--- config.mk ---
export PLATFORM = sky130hd
export DESIGN_NAME = max_rr_sched
export DESIGN_NICKNAME = d
export VERILOG_FILES = /design/src/rtl/max_rr_sched_pkg.sv /design/src/rtl/max_rr_sched_arb.sv /design/src/rtl/max_rr_sched.sv
export SDC_FILE = /design/constraint.sdc
export NUM_CORES = 1
export LEC_CHECK = 0
export BUFFER_PORTS_ARGS = -buffer_cell sky130_fd_sc_hd__buf_2
export CORE_MARGIN = 5
export CORE_UTILIZATION = 55
export CTS_BUF_LIST = sky130_fd_sc_hd__clkbuf_8
export DETAILED_ROUTE_END_ITERATION = 8
export PLACE_DENSITY_LB_ADDON = 0.1
export SYNTH_ARGS = -nofsm -noshare
export SYNTH_HDL_FRONTEND = slang
export SYNTH_SLANG_ARGS = --single-unit
--- constraint.sdc ---
create_clock -name clk -period 4.25 [get_ports clk]
set_clock_uncertainty 0.15 [all_clocks]
set_input_delay 0.85 -clock clk [delete_from_list [all_inputs] [get_ports clk]]
set_output_delay 0.85 -clock clk [all_outputs]
set_load 0.005 [all_outputs]
--- src/rtl/max_rr_sched_pkg.sv ---
// Shared widths and helpers for the round-robin max scheduler.
package max_rr_sched_pkg;

    localparam int W_DEF = 8;

    function automatic int idw_of(input int n);
        return (n > 1) ? $clog2(n) : 1;
    endfunction

    function automatic logic [31:0] max_u(
        input logic [31:0] a,
        input logic [31:0] b
    );
        return (a > b) ? a : b;
    endfunction

endpackage

--- src/rtl/max_rr_sched_arb.sv ---
// Round-robin arbiter: first eligible requester at or after ptr wins.
module rr_arbiter
    import max_rr_sched_pkg::*;
#(
    parameter int NREQ = 2,
    localparam int IDW = idw_of(NREQ)
) (
    input  logic [NREQ-1:0] eligible,
    input  logic [IDW-1:0]  ptr,
    output logic [NREQ-1:0] grant,
    output logic [IDW-1:0]  gidx
);

    logic [IDW-1:0] j;

    // Scan farthest-first so the nearest eligible slot overwrites the rest.
    always_comb begin
        grant = '0;
        gidx  = '0;
        j     = '0;
        for (int k = NREQ - 1; k >= 0; k--) begin
            j = IDW'((int'(ptr) + k) % NREQ);
            if (eligible[j]) begin
                grant    = '0;
                grant[j] = 1'b1;
                gidx     = j;
            end
        end
    end

endmodule

--- src/rtl/max_rr_sched.sv ---
// Shares one max comparator among NREQ framed sample streams.
module max_rr_sched
    import max_rr_sched_pkg::*;
#(
    parameter int NREQ = 2,
    parameter int W = W_DEF,
    localparam int IDW = idw_of(NREQ)
) (
    input  logic              clk,
    input  logic              rst,
    input  logic [NREQ-1:0]   req_valid,
    output logic [NREQ-1:0]   req_ready,
    input  logic [NREQ*W-1:0] req_data,
    input  logic [NREQ-1:0]   req_last,
    output logic              res_valid,
    input  logic              res_ready,
    output logic [W-1:0]      res_data,
    output logic [IDW-1:0]    res_id
);

    logic [W-1:0]    acc [NREQ];
    logic [NREQ-1:0] acc_vld;
    logic [IDW-1:0]  ptr;
    logic            slot_free;
    logic [NREQ-1:0] eligible;
    logic [NREQ-1:0] grant;
    logic [IDW-1:0]  gidx;
    logic [W-1:0]    gdata;
    logic [W-1:0]    nmax;
    logic            glast;

    // A last sample needs the result slot; non-last samples never do.
    assign slot_free = !res_valid || res_ready;
    assign eligible  = req_valid & (~req_last | {NREQ{slot_free}});

    rr_arbiter #(
        .NREQ(NREQ)
    ) u_arb (
        .eligible(eligible),
        .ptr     (ptr),
        .grant   (grant),
        .gidx    (gidx)
    );

    assign req_ready = grant;
    assign gdata     = req_data[int'(gidx)*W +: W];
    assign glast     = req_last[gidx];
    assign nmax      = acc_vld[gidx]
                     ? W'(max_u(32'(acc[gidx]), 32'(gdata)))
                     : gdata;

    always_ff @(posedge clk) begin
        if (rst) begin
            res_valid <= 1'b0;
            res_data  <= '0;
            res_id    <= '0;
            ptr       <= '0;
            acc_vld   <= '0;
            for (int i = 0; i < NREQ; i++) begin
                acc[i] <= '0;
            end
        end else begin
            if (res_ready) begin
                res_valid <= 1'b0;
            end
            if (|grant) begin
                ptr <= IDW'((int'(gidx) + 1) % NREQ);
                if (glast) begin
                    res_valid     <= 1'b1;
                    res_data      <= nmax;
                    res_id        <= gidx;
                    acc[gidx]     <= '0;
                    acc_vld[gidx] <= 1'b0;
                end else begin
                    acc[gidx]     <= nmax;
                    acc_vld[gidx] <= 1'b1;
                end
            end
        end
    end

endmodule
==> flow_summary.ini <==
[layout]
finalNetCount = 222
drive_gt1_share_pct = 40.10
final_common_cell = buf_2
final_cell_mix = buf_2, edfxtp_1, dfxtp_1
area_delta_synth_final_pct = 14.82
diodes = 0
fillCellCount = 259
final-instance-count-excl-fill = 236

[yosys]
ys_types = 38
yosysSeqAreaShare_pct = 41.78
synth_area_um2 = 1773
ys_async_sr_fraction_pct = 0
ys_ff_latch = 29
ys.flop_type = edfxtp_1
syn_inst = 157
synth_area_per_cell_um2 = 11.29
synthesis.nets = 188
synth_edf_count = 16
yosys_warnings = 0

[global_route]
antenna_found_initial = 0
grt_usage_pct = 19.45
global_route.overflow_total = 0
grt_start_max_net_pins = 21
grt_pass1_vias = 1389
grt_pass1_wl_mm = 6.451

[route]
routed_wirelength_mm = 3.859
antenna_left = 0
viasPerCell = 5.669
vias = 1338
drcViolationCount = 0
first_pass_iters = 4
drt-initial-drc-count = 67
routedWlPerCell_um = 16.35

[worst_setup_path]
cpLargestDelayFamily = compound AO/OA/AOI/OAI gates
crit_slowest_cell = a31oi_4
crit_required_ns = 4.11
start_kind = input port
crit_chain = buf_2 -> and3b_1 -> o221ai_2 -> buf_12 -> mux2_2 -> ha_1 -> nor2b_1 -> o211ai_1 -> a21o_1 -> a31oi_4 -> and3b_1 -> nor3_1
criticalPathCategory = in -> reg
path_max_fanout = 20
endpoint_kind = register
cp_common_cell = and3b_1
worst-path-buf-inv = 2
cp_data_arrival_time_ns = 3.52
cpPeakStageDelay_ns = 0.43

[pwr]
ir_drop_v = 0.0001804
leakage_nw = 0.9074
total_power_mw = 0.6907
power_density_nw_per_um2 = 339.3

[timing]
period_share_pct = 86.18
relSlewSlack_pct = 55.72
tns_ns = 0
tightest_slew_ns = 0.6618
rsz0062_at_grt = no
period_minus_slack_ns = 3.662
timing_hold_violations_final = 0
setup_slack_ns = 0.5876
fmax_mhz = 273.0
maxSlewViolCount = 0
setup_viol = 0

[clock_network]
post_cts_buffers = 0
insertion_delay_ns = 0.28
clkTransAtPathRegs_ns = 0.06
root_buffer = clkbuf_8
clockBufferDepth = 2
cts_hold_buffers = 0
cts_buffers = 5
clock_sinks = 29
ctsResizeCount = 0
htreeDepth = 2
cts_tree = done

[placement]
dp.cells = 228
dp_slack_ns = 0.3177
dpl.hpwl_mm = 2.795
place.gp.congestion = 0.8952
numPortBuffers = 34

[die]
dieArea_um2 = 4459
core_area_um2 = 3078
die_x_um = 66.78
row_count = 20
io_pins = 35
die_y_um = 66.78
initial_core_util_pct = 57.60

[status]
status = finished, final reports clean

[worst_hold_path]
hold_class = reg -> reg

[flow_run]
cap_violations = 0
## cells by family (layout without fill, tap and decap cells)
kind of cell    Yosys count  in the layout  synth area share [%]
flops                    29             29                 41.78
fa+ha+maj                 8              8                 5.646
mux                      18             18                 10.73
buf+inv                  12             47                 4.516
compound gates           29             29                 16.09
simple gates             61             61                 21.24
## power breakdown
part | internal [mW] | switching (mW)
sequential | 0.319 | 0.00813
combinational | 0.0666 | 0.0822
clock | 0.111 | 0.104
total | 0.496 | 0.194
## cell type report
cell class                      count  area (µm²)  area share [%]
Clock buffer                        5       68.82           3.380
Clock inverter                      3       13.76          0.6761
Inverter                            4       15.01          0.7376
Multi-Input combinational cell    116       952.2           46.77
Sequential cell                    29       740.7           36.39
Tap cell                           44       55.05           2.704
Timing Repair Buffer               35       190.2           9.342
## worst min-delay path, stage by stage, from the launching register on
cell and delay, ns:
dfxtp_1 0.32, nand2_1 0.06, o31ai_2 0.05
## metrics by stage
step / area (µm²) / utilization [%] / hold WS, ns
final: 2036 / 66.14 / 0.3059
after global routing: 2036 / 66.14 / 0.3250
after CTS: 2036 / 66.14 / 0.3069
after detailed placement: 1953 / 63.46 / 0.2921
after global placement: 1953 / 63.46 / 0.2892
after floorplan: 1773 / - / 0.3101
## flip-flops by register name, summed over array words and instances (netlist names), named ones only
name,flops
acc,16
res_id,1
ptr,1
res_valid,1
res_data,8
## routing by layer
layer | up-vias | track usage (%) | wire (µm)
li1 | 648 | - | -
met1 | 643 | 23.34 | 1714
met2 | 38 | 33.29 | 1886
met3 | 9 | 5.565 | 186
met4 | 0 | 6.091 | 71
met5 | - | 0 | 0
## Yosys cell counts (2+ instances only)
cell type | count | area share (%)
edfxtp_1 | 16 | 27
dfxtp_1 | 13 | 15
mux2i_1 | 10 | 5.6
nand2_1 | 10 | 2.1
nor2_1 | 10 | 2.1
nor3_1 | 9 | 2.5
ha_1 | 8 | 5.6
mux2_2 | 8 | 5.1
nor3_2 | 8 | 4.5
o31ai_2 | 8 | 5.6
and3b_1 | 7 | 3.5
a21boi_2 | 5 | 3.2
a21oi_1 | 5 | 1.4
buf_6 | 4 | 2.5
inv_1 | 4 | 0.85
nand2b_1 | 3 | 1.1
nor2b_1 | 3 | 1.1
a21boi_1 | 2 | 0.85
a21o_1 | 2 | 0.85
nand3_1 | 2 | 0.56
nand4_1 | 2 | 0.71
or3_1 | 2 | 0.71
## path summary, 6_finish.rpt
| check | from | end | slack (ns) | depth (start not counted) |
|---|---|---|---|---|
| worst max-delay path | req_last[0] | acc[0][1] | 0.59 | 12 |
| worst min-delay path | res_data[6] | res_data[6] | 0.31 | 2 |
| worst max register to register | ptr | acc[0][1] | 0.95 | 11 |
| worst min register to register | res_data[6] | res_data[6] | 0.31 | 2 |
No activity file was read; power rests on OpenSTA's default activity.
